<file path="config.mk">
export PLATFORM = sky130hd
export DESIGN_NAME = conv_window_gen_flat
export DESIGN_NICKNAME = d
export VERILOG_FILES = /design/src/rtl/conv_window_gen_if.sv /design/src/rtl/conv_window_gen.sv /design/src/flat_wrapper.sv
export SDC_FILE = /design/constraint.sdc
export NUM_CORES = 1
export LEC_CHECK = 0
export ABC_CLOCK_PERIOD_IN_PS = 19830
export CAP_MARGIN = 20
export CORE_ASPECT_RATIO = 0.8
export CORE_MARGIN = 8
export CORE_UTILIZATION = 30
export CTS_CLUSTER_DIAMETER = 120
export CTS_CLUSTER_SIZE = 40
export DETAILED_ROUTE_END_ITERATION = 8
export SETUP_SLACK_MARGIN = 0.2
export SLEW_MARGIN = 25
export SYNTH_ARGS = -nofsm -noshare
export SYNTH_HDL_FRONTEND = slang
export SYNTH_SLANG_ARGS = --single-unit
</file>
<file path="constraint.sdc">
create_clock -name clk -period 19.83 [get_ports clk]
set_clock_uncertainty 0.2 [all_clocks]
set_input_delay 3.966 -clock clk [delete_from_list [all_inputs] [get_ports clk]]
set_output_delay 3.966 -clock clk [all_outputs]
set_load 0.02 [all_outputs]
</file>
<file path="src/rtl/conv_window_gen_if.sv">
// Pixel-in / window-out handshake bundle for conv_window_gen.
// slave = the window generator, master = the pixel source plus window consumer.
interface conv_window_gen_if #(
   parameter int DATA_W = 8,
   parameter int IMG_W  = 28,
   parameter int IMG_H  = 28
);
   localparam int RW = $clog2(IMG_H);
   localparam int CW = $clog2(IMG_W);

   logic signed [DATA_W-1:0]     in_pixel;
   logic                         in_valid;
   logic                         in_ready;
   logic [4:0][4:0][DATA_W-1:0]  window;
   logic                         out_valid;
   logic                         out_ready;
   logic [RW-1:0]                out_row;
   logic [CW-1:0]                out_col;
   logic                         out_last;

   modport slave (
      input  in_pixel, in_valid, out_ready,
      output in_ready, window, out_valid, out_row, out_col, out_last
   );

   modport master (
      output in_pixel, in_valid, out_ready,
      input  in_ready, window, out_valid, out_row, out_col, out_last
   );
endinterface

</file>
<file path="src/rtl/conv_window_gen.sv">
// Streaming 5x5 window generator: four line buffers plus a 5x5 shift window,
// emitting every fully-interior window of a raster-order frame with position tags.
module conv_window_gen #(
   parameter int DATA_W = 8,
   parameter int IMG_W  = 28,
   parameter int IMG_H  = 28
) (
   input  logic              clk,
   input  logic              rst,
   conv_window_gen_if.slave  bus
);
   localparam int RW = $clog2(IMG_H);
   localparam int CW = $clog2(IMG_W);
   localparam logic [RW-1:0] ROW_LAST = RW'(IMG_H - 1);
   localparam logic [CW-1:0] COL_LAST = CW'(IMG_W - 1);

   typedef logic signed [DATA_W-1:0] pix_t;

   // Row 0 holds the oldest buffered line, row 3 the newest.
   pix_t                        lbuf_q [4][IMG_W];
   logic [4:0][4:0][DATA_W-1:0] win_q, win_d;
   logic [RW-1:0]               r_q, r_d, row_q, row_d;
   logic [CW-1:0]               c_q, c_d, col_q, col_d;
   logic                        vld_q, vld_d, last_q, last_d;
   logic                        accept, emit;

   assign bus.in_ready  = !vld_q || bus.out_ready;
   assign accept        = bus.in_valid && bus.in_ready;
   assign emit          = accept && (r_q >= RW'(4)) && (c_q >= CW'(4));

   assign bus.window    = win_q;
   assign bus.out_valid = vld_q;
   assign bus.out_row   = row_q;
   assign bus.out_col   = col_q;
   assign bus.out_last  = last_q;

   always_comb begin
      r_d    = r_q;
      c_d    = c_q;
      win_d  = win_q;
      row_d  = row_q;
      col_d  = col_q;
      last_d = last_q;
      vld_d  = vld_q && !bus.out_ready;

      if (accept) begin
         if (c_q == COL_LAST) begin
            c_d = '0;
            r_d = (r_q == ROW_LAST) ? '0 : r_q + 1'b1;
         end else begin
            c_d = c_q + 1'b1;
         end

         for (int i = 0; i < 5; i++)
            for (int j = 0; j < 4; j++)
               win_d[i][j] = win_q[i][j+1];
         for (int i = 0; i < 4; i++)
            win_d[i][4] = lbuf_q[i][c_q];
         win_d[4][4] = bus.in_pixel;
      end

      // Tags are only loaded on an emitting accept so they stay frozen under backpressure.
      if (emit) begin
         vld_d  = 1'b1;
         row_d  = r_q - RW'(4);
         col_d  = c_q - CW'(4);
         last_d = (r_q == ROW_LAST) && (c_q == COL_LAST);
      end
   end

   always_ff @(posedge clk or posedge rst) begin
      if (rst) begin
         r_q    <= '0;
         c_q    <= '0;
         win_q  <= '0;
         row_q  <= '0;
         col_q  <= '0;
         last_q <= 1'b0;
         vld_q  <= 1'b0;
      end else begin
         r_q    <= r_d;
         c_q    <= c_d;
         win_q  <= win_d;
         row_q  <= row_d;
         col_q  <= col_d;
         last_q <= last_d;
         vld_q  <= vld_d;
      end
   end

   // Line buffer contents never need clearing: rows 0..3 of a frame are never emitted.
   always_ff @(posedge clk) begin
      if (accept) begin
         for (int i = 0; i < 3; i++)
            lbuf_q[i][c_q] <= lbuf_q[i+1][c_q];
         lbuf_q[3][c_q] <= bus.in_pixel;
      end
   end
endmodule

</file>
<file path="src/flat_wrapper.sv">
// flat-port wrapper written by rule: the top's interface ports become plain ports
module conv_window_gen_flat 
#(
   parameter int DATA_W = 8,
   parameter int IMG_W  = 28,
   parameter int IMG_H  = 28
)
  (clk, rst, bus_in_pixel, bus_in_valid, bus_out_ready, bus_in_ready, bus_window, bus_out_valid, bus_out_row, bus_out_col, bus_out_last);
  conv_window_gen_if #(.DATA_W(DATA_W), .IMG_W(IMG_W), .IMG_H(IMG_H)) bus_i ();
  input  logic clk;
  input  logic rst;
  input wire logic [$bits(bus_i.in_pixel)-1:0] bus_in_pixel;
  input wire logic [$bits(bus_i.in_valid)-1:0] bus_in_valid;
  input wire logic [$bits(bus_i.out_ready)-1:0] bus_out_ready;
  output wire logic [$bits(bus_i.in_ready)-1:0] bus_in_ready;
  output wire logic [$bits(bus_i.window)-1:0] bus_window;
  output wire logic [$bits(bus_i.out_valid)-1:0] bus_out_valid;
  output wire logic [$bits(bus_i.out_row)-1:0] bus_out_row;
  output wire logic [$bits(bus_i.out_col)-1:0] bus_out_col;
  output wire logic [$bits(bus_i.out_last)-1:0] bus_out_last;
  assign bus_i.in_pixel = bus_in_pixel;
  assign bus_i.in_valid = bus_in_valid;
  assign bus_i.out_ready = bus_out_ready;
  assign bus_in_ready = bus_i.in_ready;
  assign bus_window = bus_i.window;
  assign bus_out_valid = bus_i.out_valid;
  assign bus_out_row = bus_i.out_row;
  assign bus_out_col = bus_i.out_col;
  assign bus_out_last = bus_i.out_last;
  conv_window_gen #(.DATA_W(DATA_W), .IMG_W(IMG_W), .IMG_H(IMG_H)) u_core (.clk(clk), .rst(rst), .bus(bus_i));
endmodule
</file>
# Word-level counts from Yosys, hierarchy flattened
# Memories as Yosys holds them, arrays and structs flattened.
# Index checks and enable logic that the tools add are counted.
[word_totals] memories=1 out_inout_bits=213 regBits=222 mem_bits_ro=0 ram_bits=896 inputBits=12 latch_bits=0 elab_cells=72
[op_classes] eq_ne=2 addsub=4 n_reduce_logical=10 order_cmp=4 shifts=0 mux=19 bitwise_logic=1 mul=0 n_div=0
[mem_list] name="u_core.lbuf_q" words=4 width=224 rd=4 rd_clocked_by_memory_dff=0 wr=4 line="conv_window_gen.sv:20" rtl="pix_t lbuf_q [4][IMG_W];"
[ops] operator="$mux W224" count=1
[ops] operator="$bmux W8 S5" count=4
[ops] operator="$mux W8" count=9
[ops] operator="$demux W8 S5" count=1
[ops] operator="$add A5 B1 Y5 const B" count=2
[ops] operator="$eq A5 B5 Y1 const B" count=2
[ops] operator="$ge A5 B3 Y1 const B" count=2
[ops] operator="$mux W5" count=2
[ops] operator="$sub A5 B3 Y5 const B" count=2
[ops] operator="$ge A6 B6 Y1 const B" count=1
[ops] operator="$logic_and A1 B1 Y1" count=6
[ops] operator="$lt A6 B1 Y1 const B" count=1
[ops] operator="$not A5 Y6" count=1
[ops] operator="$logic_not A1 Y1" count=2
[ops] operator="$mux W1" count=2
[ops] operator="$reduce_and A2 Y1" count=1
[ops] operator="$logic_or A1 B1 Y1" count=1

# Longest topological paths before layout
# Gate-level depths: netlist of the first run.
[depth] word_depth=6 depth_mapped=11 ltp_nobuf=6

# Worst setup path before layout of the first run
# OpenSTA, ideal clock, no wires.
[synth_path] path_type="input to output" start="input port bus_out_ready" end="output port bus_in_ready" t_required_ns=15.664 n_path_buf=0 arrival_ns=4.319 slack_ns=11.345 stages=2 path_cell_list="nor2b_1 inv_2"
[synth_between] elab_chain_len=1
[synth_lines] item="start, declared" line="flat_wrapper.sv:14" rtl="input wire logic [$bits(bus_i.out_ready)-1:0] bus_out_ready;"
[synth_lines] item="$logic_or A1 B1 Y1" line="conv_window_gen.sv:27" rtl="assign bus.in_ready = !vld_q || bus.out_ready;"
[synth_lines] item="end, declared" line="flat_wrapper.sv:15" rtl="output wire logic [$bits(bus_i.in_ready)-1:0] bus_in_ready;"
# Every way passes these cells.

# Final worst setup path of the first run
# Same ends and word-level chain as after synthesis.

==> summary.md, run 1 <==
| Metric | Value |
|---|---|
| Outcome | `finished, final reports clean` |
| GR Util All Layers | `14.0%` |
| Yosys warning count | `0` |
| Aggregate global routing overflow | `0` |
| Worst-skew pair later-pin latency | `0.65 ns` |
| Kind of end point of the critical path | `primary output` |
| Critical path class | `in2out` |
| Final Non-Filler Cells | `4,787` |
| Die area | `157,000 µm²` |
| Ranking of synthesized cells by area | `edfxtp_1, dfrtp_1, mux2i_1` |
| Delay-heaviest family, CP | `buffers and inverters` |
| Crit-path cells | `clkdlybuf4s50_1 > nor2b_1 > inv_2 > clkdlybuf4s50_1` |
| Worst slew pin tran | `1.12 ns` |
| Die height | `355 µm` |
| Slowest stage delay, CP | `0.59 ns` |
| Sequential share of the synthesized area | `75.1%` |
| Placed cells | `4,722` |
| Antenna Nets Post-Route | `0` |
| Core area | `143,000 µm²` |
| Worst Setup Start Kind | `input port` |
| Leak Pwr | `17.1 nW` |
| Worst VDD drop | `around 0.096 mV` |
| PnR worst setup slack | `10.09 ns` |
| # fillers | `13,600` |
| Flop2flop setup slack | `14.55 ns` |
| Vias in the first global route | `23,211` |
| Clk root buf | `clkbuf_16` |
| Die Width | `between 400 and 500 µm` |
| Final hold vios | `0` |
| Critical-path top delay cell | `clkdlybuf4s50_1` |
| Worst slew margin | `24.7%` |
| Vias | `23,933` |
| Number of antenna violations at the first check in global routing | `2` |
| Worst Hold Path Cells | `2` |
| Post-synthesis area per instance | `16.1 µm²` |
| Remaining DRCs | `0` |
| # setup viols final | `0` |
| First-pass GRT wire length | `165 mm` |
| Ports | `225` |
| EDFF count, synth | `about 900` |
| Worst path depth | `4` |
| WL/cell | `24.0 µm` |
| Post-synth top cells | `edfxtp_1, nand2_1, mux2i_1` |
| Fmax achieved | `roughly 100 MHz` |
| Period minus WS final | `~10 ns` |
| Fin nets | `~2,900` |
| Pre-antenna DRT Iters | `7` |
| Post-cts hold buffer count | `0` |
| Initial Utilization | `30.2%` |
| FF+latch count, synth | `1,118` |
| Largest net degree at the start of global routing | `between 100 and 150` |
| Top_reg_cell synth | `edfxtp_1` |
| Hold Slack | `around 0.29 ns` |
| Cell with the most instances after synthesis | `edfxtp_1` |
| DP Worst Slack | `10.05 ns` |
| PostCTS Resize Cnt | `0` |
| WP data arrival | `5.57 ns` |
| Power, Total | `0.00778 W` |
| Post-CTS setup buffers | `0` |
| Final GP Congestion | `0.773` |
| DR vias/cell | `5.00` |
| Multi-input logic area | `roughly 10,000 µm²` |
| Post-detail-place hpwl | `71.8 mm` |
| Ys async rst share | `19.9%` |
| Cell count after synthesis | `~2,700` |
| CTS sink count | `around 1,100` |
| Detailed Route WL | `between 100 and 150 mm` |
| Final Max Tran Viols | `0` |
| Reg-to-reg critical path endpoint | `u_core.lbuf_q[0][180]` |
| Crit share post-route | `between 40 and 50%` |
| Synth unique cells | `52` |
| Port Buf Inserts | `224` |
| Clk slew on worst S/H paths | `0.14 ns` |
| Setup tns final | `0 ns` |
| Max Fanout on Critical Path | `10` |
| Worst-case reg-to-reg path depth | `6` |
| Clock Path Buffers | `3` |
| Pwr/cell area | `between 150 and 200 nW/µm²` |
| Initial detailed-routing violation count | `roughly 2,600` |
| Worst hold path type | `reg2reg` |
| WP buf/inv | `3` |
| P&R area growth vs syn | `13.7%` |
| Reg2Reg Launch Point | `u_core.c_q[1]` |
| Worst Setup EP | `bus_in_ready` |
| CTS tree | `built` |
| Share of layout cells above drive strength 1 | `9.67%` |
| Synth top area share | `62.3%` |
| RSZ-0062 raised after global routing | `no` |
| Area leader, netlist | `edfxtp_1` |
| Synth Net Count | `2,705` |
| Cell repeated most along the worst path | `clkdlybuf4s50_1` |
| Worst Setup SP | `bus_out_ready` |
| Cell Rows | `124` |
| Post-synthesis cell area | `43,200 µm²` |
| CTS Buf Count | `35` |
| Max_cap viols | `0` |
| Data required time of the worst path | `15.66 ns` |
| H-tree levels | `2` |
| FF+latch area | `32,500 µm²` |
[power breakdown]
group          switching (W)  internal [W]  total (W)  leakage (nW)
Sequential          0.000283       0.00345    0.00373          10.8
Clock               0.000703      0.000367    0.00107         0.522
Combinational        0.00200      0.000977    0.00298          5.70
Total                0.00299       0.00479    0.00778          17.1
[state kept, by name, summed over array words and instances, names as in the netlist]
name	cells
u_core.bus.out_col	5
u_core.bus.out_last	1
u_core.bus.out_row	5
u_core.bus.out_valid	1
u_core.bus.window	200
u_core.c_q	5
u_core.lbuf_q	896
u_core.r_q	5
[worst register-to-register path, cell delays in order (launching register included)]
cell and delay [ns]:
dfrtp_4 0.85, buf_4 0.71, buf_4 0.86, mux2i_1 0.33
o22ai_1 0.10, a211oi_1 0.94, nand3_2 0.78
[metrics by stage]
stage / instance area (µm²) / utilization (%)
after CTS: 49100 / 34.3
final: 49100 / 34.4
after floorplan: 43200 / -
after global routing: 49100 / 34.4
after global placement: 47800 / 33.5
after detailed placement: 48000 / 33.6
[final cells by class]
cell class                 instances  area share, %
multi-input combinational       1399           20.7
clock buffer                      57           2.04
antenna                            1        0.00509
clock inverter                     6          0.216
timing repair buffer             302           5.99
inverter                          14          0.122
tap                             1890           4.81
sequential                      1118           66.1
[how the worst min path moves through the flow]
stage,from,endpoint,slack (ns)
after floorplan,u_core.r_q[0],u_core.r_q[0],0.30
after global placement,u_core.bus.window[127],u_core.bus.window[127],0.26
after detailed placement,u_core.bus.window[127],u_core.bus.window[127],0.26
after CTS,u_core.bus.window[146],u_core.bus.window[138],0.29
after global routing,u_core.bus.window[4],u_core.bus.window[4],0.32
final,u_core.bus.window[146],u_core.bus.window[138],0.29
[placed cells by master, fill, tap and decap left out, types with 15 or more instances in the layout]
cell type / count
o22ai_1: 77
a41oi_1: 18
edfxtp_1: 896
a22oi_1: 34
nor4_1: 15
buf_4: 71
nand2_1: 576
mux4_2: 85
clkbuf_1: 20
clkdlybuf4s50_1: 224
o21ai_0: 22
nor2_4: 27
dfrtp_1: 219
nand3_1: 26
a31oi_1: 37
nor2_1: 48
clkbuf_16: 37
mux2i_1: 278
nand4_1: 16
[layer usage]
metal / wire length, µm / up-vias / share of wire [%] / track usage [%]
met5: 13 / - / 0.011 / 0
met4: 2220 / 2 / 1.9 / 2.66
met3: 8160 / 118 / 7.1 / 2.25
met2: 52500 / 762 / 46 / 22.2
met1: 51900 / 12576 / 45 / 20.5
li1: - / 10475 / - / -
[cells by family (layout without fill, tap and decap cells)]
group / after synthesis / after routing / share of synthesized area (%)
compound gates: 243 / 243 / 3.89
xor+xnor: 3 / 3 / 0.0608
fa+ha+maj: 14 / 14 / 0.405
buf+inv: 162 / 379 / 2.07
flops: 1118 / 1118 / 75.1
mux: 367 / 367 / 11.0
other cells: 0 / 1 / 0
simple gates: 772 / 772 / 7.46
Note: power is estimated with default switching activity, not from simulation.
==> run 2, diff against run 1 <==
Settings changed: ABC_CLOCK_PERIOD_IN_PS 19830 to 7800.
Clock period 19.83 ns to 7.8 ns, I/O delays scaled along.
==> summary.md, run 2 (synthesis gave the netlist of run 1 again) <==
| Metric | Value |
|---|---|
| Core area | `143,000 µm² (unchanged)` |
| WP data arrival | `3.31 ns (-2.26 ns)` |
| P&R area growth vs syn | `13.7% (about the same)` |
| Final GP Congestion | `0.783 (+1.3%)` |
| Post-detail-place hpwl | `69.2 mm (-3.6%)` |
| Period minus WS final | `5.07 ns` |
| Power, Total | `0.0197 W (+150%)` |
| Hold Slack | `0.289 ns (+0.00254 ns)` |
| Flop2flop setup slack | `3.25 ns (-11.30 ns)` |
| CTS Buf Count | `35 (unchanged)` |
| CTS tree | `built` |
| Worst Setup Start Kind | `input port` |
| Worst VDD drop | `0.232 mV (+140%)` |
| Critical path class | `in2out` |
| Initial detailed-routing violation count | `2,433 (-5.8%)` |
| Largest register FFs | `896 (unchanged)` |
| Outcome | `finished, final reports clean` |
| Worst-skew pair later-pin latency | `0.64 ns (about the same)` |
| Port Buf Inserts | `224 (unchanged)` |
| Pre-antenna DRT Iters | `7 (unchanged)` |
| Reg-to-reg critical path endpoint | `u_core.lbuf_q[2][179]` |
| Share of layout cells above drive strength 1 | `9.50% (-0.17 points)` |
| Vias in the first global route | `23,297 (+0.37%)` |
| Worst-case reg-to-reg path depth | `5 (-1)` |
| Clk root buf | `clkbuf_16` |
| Crit share post-route | `65.1%` |
| Vias | `23,888 (-0.19%)` |
| Biggest register | `u_core.lbuf_q` |
| CTS sink count | `1,118 (unchanged)` |
| Leading cell types in the layout, fill and taps excluded | `edfxtp_1, nand2_1, mux2i_1, clkdlybuf4s50_1, dfrtp_1` |
| DR vias/cell | `4.99 (-0.15%)` |
| Worst hold path type | `reg2reg` |
| Clock Path Buffers | `3 (unchanged)` |
| Worst Setup EP | `bus_in_ready` |
| Commonest non-fill, non-tap cell in the layout | `edfxtp_1` |
| Ports | `225 (unchanged)` |
| H-tree levels | `2 (unchanged)` |
| # setup viols final | `0 (unchanged)` |
| RSZ-0062 raised after global routing | `no` |
| Data required time of the worst path | `6.04 ns (-9.62 ns)` |
| Initial Utilization | `30.2% (unchanged)` |
| Setup tns final | `0 ns (unchanged)` |
| Post-CTS setup buffers | `0 (unchanged)` |
| Aggregate global routing overflow | `0 (unchanged)` |
| Post-cts hold buffer count | `0 (unchanged)` |
| Die area | `157,000 µm² (unchanged)` |
| Clk slew on worst S/H paths | `0.14 ns (about the same)` |
| Worst slew pin tran | `1.12 ns (-0.00723 ns)` |
| Die height | `355 µm (unchanged)` |
| Number of antenna violations at the first check in global routing | `4 (+2)` |
| Reg2Reg Launch Point | `u_core.c_q[1]` |
| Largest net degree at the start of global routing | `208 (+93%)` |
| Kind of end point of the critical path | `primary output` |
| Remaining DRCs | `0 (unchanged)` |
| Fmax achieved | `197 MHz` |
| PostCTS Resize Cnt | `0 (unchanged)` |
| Detailed Route WL | `112 mm (-2.2%)` |
| Max_cap viols | `0 (unchanged)` |
| Fin nets | `2,894 (-0.069%)` |
| Final hold vios | `0 (unchanged)` |
| Max Fanout on Critical Path | `10 (unchanged)` |
| GR Util All Layers | `13.7% (-0.30 points)` |
| Antenna Nets Post-Route | `0 (unchanged)` |
| Die Width | `440 µm (unchanged)` |
| Leak Pwr | `17.1 nW (about the same)` |
| Worst slew margin | `24.9% (+0.25 points)` |
| First-pass GRT wire length | `163 mm (-1.7%)` |
| Final Max Tran Viols | `0 (unchanged)` |
| Pwr/cell area | `400 nW/µm² (+150%)` |
| # fillers | `13,616 (+0.12%)` |
| Worst Setup SP | `bus_out_ready` |
| WL/cell | `23.5 µm (-2.2%)` |
| Cell Rows | `124 (unchanged)` |
run 2: changes by cell type in the layout (fill, tap and decap cells not counted), moves of 3 or more:
cell	previous run	this run
buf_4	71	65
clkinv_8	3	0
nor4_1	15	19
nor4_2	4	0
run 2: layout make-up:
class                      instances  area (µm²)  area share [%]
multi-input combinational       1399       10200            20.7
clock buffer                      59        1030            2.10
antenna                            1        2.50         0.00509
clock inverter                     4        85.1           0.173
timing repair buffer             300        2960            6.02
inverter                          14        56.3           0.115
sequential                      1118       32500            66.1
tap                             1890        2360            4.81
run 2: metrics by stage:
stage          utilization [%]  setup slack [ns]  area [µm²]  instances
2_1_floorplan                -              2.68       43200       2679
3_5_place_dp              33.5              1.98       47900       4720
3_3_place_gp              33.5              2.01       47800       4717
4_1_cts                   34.3              2.68       49000       4783
6_report                  34.4              2.73       49100       4785
5_1_grt                   34.4              2.66       49100       4784
run 2: worst min path at each step:
stage / to / cells after the start / startpoint / slack [ns]
2_1_floorplan: u_core.r_q[0] / 1 / u_core.r_q[0] / 0.30
3_3_place_gp: u_core.bus.window[0] / 2 / u_core.bus.window[0] / 0.26
3_5_place_dp: u_core.bus.window[161] / 2 / u_core.bus.window[161] / 0.26
4_1_cts: u_core.bus.window[7] / 2 / u_core.bus.window[7] / 0.30
5_1_grt: u_core.bus.window[81] / 2 / u_core.bus.window[81] / 0.31
6_report: u_core.bus.window[161] / 2 / u_core.bus.window[161] / 0.29
run 2: routing by layer:
metal	track usage [%]	part of all wire (%)	vias up
met5	0	0.0080	-
met4	2.46	1.6	2
met1	20.0	45	12517
li1	-	-	10456
met2	21.8	46	798
met3	2.30	7.2	115
run 2: worst max-delay path: stages:
cell and delay (ns):
clkdlybuf4s50_1 0.40, nor2b_1 0.45, inv_2 0.24, clkdlybuf4s50_1 0.65
run 2: where the power goes:
part / internal (W) / leakage (nW) / switching (W)
clock network: 0.000951 / 0.530 / 0.00176
registers: 0.00878 / 10.8 / 0.000700
logic: 0.00246 / 5.69 / 0.00502
==> patch 1 (flow settings as in run 2) <==
Make the reset (`rst`) synchronous in one clocked block.
--- a/src/rtl/conv_window_gen.sv
+++ b/src/rtl/conv_window_gen.sv
@@ -68,7 +68,7 @@
       end
    end
 
-   always_ff @(posedge clk or posedge rst) begin
+   always_ff @(posedge clk) begin
       if (rst) begin
          r_q    <= '0;
          c_q    <= '0;
Formal check against the unedited RTL: differs if rst is asserted again (counterexample within 4 cycles, from zero or initial values and one cycle with rst high); with rst held inactive, the same outputs for 4 cycles.
==> patch 1 against run 2 <==
Synthesized area is 2.2% lower. Final area is 1.1% lower. Synthesized cell count is 1.0% lower. First-iteration DRC count is 6.0% higher. Sequential cell count stayed put. Routed wire length is 2.7% lower. Worst setup slack better by 0.42 ns. Critical path type unchanged. Largest cell class unchanged. Highest routed layer is now met4.
Power is not compared: it rests on default switching activity, and its combinational part moved more than twofold at a synthesized area within 25%.
==> patch 1: results (changes against run 2) <==
Outcome: finished, final reports clean
Yosys cell types: 60 (+15%)
Syn_area_per_cell: 15.94 sq um (-1.2%)
Hold_sp: u_core.bus.window[126]
Global-route wire length before repair: 157.8 mm (-3.0%)
Initial antenna violation count: 1 (-3)
Signal buffers share of area: 6.864% (+0.84 points)
Vias after detailed routing: 23250 (-2.7%)
Share of synthesized area occupied by flip-flops and latches: 74.18% (-0.95 points)
Share of cell area taken by multi-input logic gates: 21.56% (+0.87 points)
Post-synth design cell area: 0.04226 sq mm (-2.2%)
Worst reg2reg endpoint: u_core.lbuf_q[1][64]
Pin count of the biggest net entering global routing: 185 (-11%)
Number of diodes added for antenna fixing: 2 (+1)
Cell types with the largest area share after synthesis: edfxtp_1 64%, dfxtp_1 11%, mux2i_1 5.4%, mux4_2 5.2%, nand2_1 3.3%
Number of CTS-inserted buffers: 34 (-2.9%)
Worst hold slack across all endpoints: 0.2649 ns (-0.02385 ns)
Gpl congestion: 0.7798 (-0.38%)
Maximum fanout along the worst path: 5 (-5)
Number of non-clock buffers in the layout: 311 (+3.7%)
Initial detailed-routing violation count: 2580 (+6.0%)
Clk cell area share: 2.137% (-0.13 points)
Filler Cell Count: 13240 (-2.8%)
Critical path arrival: 2.89 ns (-0.42 ns)
Multi-input logic cell count: 1359 (-2.9%)
Clock buffers: 48 (-19%)
Adder-cell area share of the yosys netlist: 0.4145% (+0.0091 points)
Share of async-settable or async-resettable flops after synthesis: 0% (-20 points)
Placed insts: 4672 (-1.0%)
Final sequential cell count: 1118 (unchanged)
Portion of netlist area occupied by mux cells: 11.18% (+0.20 points)
Combined global-route utilization of all metal layers: 13.51% (-0.20 points)
Average wire length per cell after detail routing: 23.14 um (-1.5%)
Number of global-route vias before repair: 22250 (-4.5%)
Post-synthesis xor/xnor area fraction: 0.1865% (+0.13 points)
Non-clock inverter total of the final layout: 9 (-5)
Number of detailed-routing iterations run before antenna repair: 5 (-2)
Top cell types by occurrence after synthesis: 896 x edfxtp_1, 368 x nand2_1, 229 x mux2i_1
Destination of the worst hold path: u_core.bus.window[126]
Share of post-route cells with drive strength above 1: 10.74% (+1.2 points)
Final routed wirelength across all metal layers: 109.3 mm (-2.7%)
Largest register FFs: 896 (unchanged)
Startpoint of the worst register-to-register path: u_core.c_q[0]
CP max stage cell: clkdlybuf4s50_1
Half-perimeter wire length after placement: 69.50 mm (+0.46%)
Dpl cell area: 0.04754 sq mm (-0.81%)
Area taken by flip-flops and latches: 0.03136 sq mm (-3.4%)
Place WS: 2.553 ns (+0.5773 ns)
Sequential share of cell area: 64.53% (-1.6 points)
Count of cells along the worst register-to-register path: 6 (+1)
Post-synthesis compound-gate area fraction: 6.288% (+2.4 points)
-- patch 1: cell types whose count changed after synthesis, moves of 23 or more --
cell            run 2  this run
mux2i_1           278       229
a31oi_1            37         7
nand2_1           577       368
o21a_1              0        23
a21oi_1             4       183
dfxtp_1             0       222
nor2_1             75       105
dfrtp_1           222         0
-- patch 1: metal layers --
layer,track usage (%),up-vias,part of all wire [%],wire [um]
li1,-,10420,-,-
met1,18.83,12060,44,47640
met2,22.26,661,49,53040
met3,2.168,106,5.7,6204
met4,3.209,0,2.3,2462
met5,0,-,0,0
-- patch 1: worst max path at each step --
| stage | from | end | depth (start not counted) |
|---|---|---|---|
| after global placement | bus_out_ready | u_core.lbuf_q[2][195] | 6 |
| after global routing | bus_out_ready | u_core.lbuf_q[3][197] | 6 |
| final | bus_out_ready | bus_in_ready | 3 |
| after floorplan | bus_out_ready | u_core.lbuf_q[0][192] | 5 |
| after detailed placement | bus_out_ready | u_core.lbuf_q[3][197] | 6 |
| after CTS | bus_out_ready | bus_in_ready | 3 |
==> patch 2 (config.mk and constraints of run 2) <==
Without the edit above. `IMG_H` is set to 28 in 3 places; all go to 14.
--- a/src/rtl/conv_window_gen_if.sv
+++ b/src/rtl/conv_window_gen_if.sv
@@ -3,7 +3,7 @@
 interface conv_window_gen_if #(
    parameter int DATA_W = 8,
    parameter int IMG_W  = 28,
-   parameter int IMG_H  = 28
+   parameter int IMG_H  = 14
 );
    localparam int RW = $clog2(IMG_H);
    localparam int CW = $clog2(IMG_W);
--- a/src/rtl/conv_window_gen.sv
+++ b/src/rtl/conv_window_gen.sv
@@ -3,7 +3,7 @@
 module conv_window_gen #(
    parameter int DATA_W = 8,
    parameter int IMG_W  = 28,
-   parameter int IMG_H  = 28
+   parameter int IMG_H  = 14
 ) (
    input  logic              clk,
    input  logic              rst,
--- a/src/flat_wrapper.sv
+++ b/src/flat_wrapper.sv
@@ -3,7 +3,7 @@
 #(
    parameter int DATA_W = 8,
    parameter int IMG_W  = 28,
-   parameter int IMG_H  = 28
+   parameter int IMG_H  = 14
 )
   (clk, rst, bus_in_pixel, bus_in_valid, bus_out_ready, bus_in_ready, bus_window, bus_out_valid, bus_out_row, bus_out_col, bus_out_last);
   conv_window_gen_if #(.DATA_W(DATA_W), .IMG_W(IMG_W), .IMG_H(IMG_H)) bus_i ();
Ports: changed (resized bus_out_row); port bits go from 225 to 224. The function was not compared with the original's and may differ.
==> patch 2 against run 2 <==
Synthesized area is 0.26% higher. Sequential cell count decreased by 2. Hold slack gained 0.00056 ns. Final area shrank 0.47%. Final cell count decreased by 0.52%. Synthesized cell count decreased by 0.19%. Combinational power shrank 18%. Clock power is 3% lower. Via count decreased by 3.4%. Largest power group unchanged. Total power is 10% lower. Worst setup slack improved by 0.053 ns. First-iteration DRC count up 3.0%. Critical endpoint unchanged. Highest routed layer is now met4. Global-route usage down 0.35 points. Routed wire length decreased by 2.3%.
==> patch 2: results (changes against run 2) <==
Clock buffers: 53 (-10%)
Maximum fanout along the worst path: 7 (-3)
Routed length on met2: 53.08 mm (+2.7%)
Share of post-route cells with drive strength above 1: 10.54% (+1.0 points)
Global-route wire length before repair: 158.5 mm (-2.6%)
Gpl congestion: 0.8290 (+5.9%)
Filler Cell Count: 13600 (-0.14%)
Area of combinational cells with multiple inputs: 0.01015 sq mm (-0.14%)
Placed insts: 4697 (-0.49%)
Switch Pwr: 6.407 mW (-14%)
Net Count, Synth: 2696 (-0.33%)
Number of diodes added for antenna fixing: 4 (+3)
Clk cell area share: 2.121% (-0.15 points)
Combinational cell power: 6.17 mW (-18%)
Worst hold slack across all endpoints: 0.2893 ns (+0.0005640 ns)
Initial detailed-routing violation count: 2506 (+3.0%)
Static Leakage: 17.04 nW (-0.18%)
Number of non-clock buffers in the layout: 283 (-5.7%)
Highest metal used: met4
IO buf count: 223 (-0.45%)
Flop pwr share: 50.2% (+2.0 points)
Count of cells along the worst register-to-register path: 7 (+2)
Critical path arrival: 3.26 ns (-0.05 ns)
Initial antenna violation count: 5 (+1)
Number of CTS-inserted buffers: 34 (-2.9%)
Multi-input logic cell count: 1403 (+0.29%)
Non-clock inverter total of the final layout: 8 (-6)
Yosys cell types: 64 (+23%)
Startpoint of the worst register-to-register path: u_core.c_q[0]
Number of detailed-routing iterations run before antenna repair: 5 (-2)
Number of global-route vias before repair: 22430 (-3.7%)
Cell types with the largest area share after synthesis: edfxtp_1 62%, dfrtp_1 13%, mux2i_1 6.4%, nand2_1 4.9%, mux4_2 3.5%
Outcome: finished, final reports clean
Layout Nets: 2868 (-0.90%)
Post-synthesis xor/xnor area fraction: 0.06065% (-0.00016 points)
Share of synthesized area occupied by flip-flops and latches: 74.82% (-0.31 points)
Vias after detailed routing: 23070 (-3.4%)
DRT met1 WL: 49.58 mm (-2.4%)
Average wire length per cell after detail routing: 23.07 um (-1.8%)
Portion of netlist area occupied by mux cells: 11.37% (+0.39 points)
Worst reg2reg endpoint: u_core.lbuf_q[2][126]
## patch 2: changes by cell type after synthesis, moves of 14 or more
| cell | before | now |
|---|---|---|
| mux2_2 | 4 | 52 |
| o22ai_1 | 77 | 121 |
| a22oi_1 | 34 | 3 |
| nand3_1 | 38 | 7 |
| a31oi_1 | 37 | 15 |
| a41oi_1 | 18 | 0 |
| mux4_2 | 85 | 68 |
| nand4_1 | 16 | 0 |
| a21oi_1 | 4 | 19 |
| o21ai_0 | 22 | 37 |
| a32oi_1 | 14 | 0 |
| o21a_1 | 0 | 14 |
## patch 2: metal layers
metal | GRT usage, % | vias to the layer above
li1 | - | 10300
met1 | 18.90 | 12100
met2 | 22.18 | 573
met3 | 1.754 | 100
met4 | 2.609 | 0
met5 | 0 | -
## patch 2: metrics by stage
step                      setup slack [ns]  total power, mW  area [sq um]
after floorplan                      2.263            12.39         43320
after global placement               2.490            15.14         47600
after detailed placement             2.470            15.24         47760
after CTS                            2.713            17.80         48800
after global routing                 2.714            18.33         48890
final                                2.779            17.64         48900
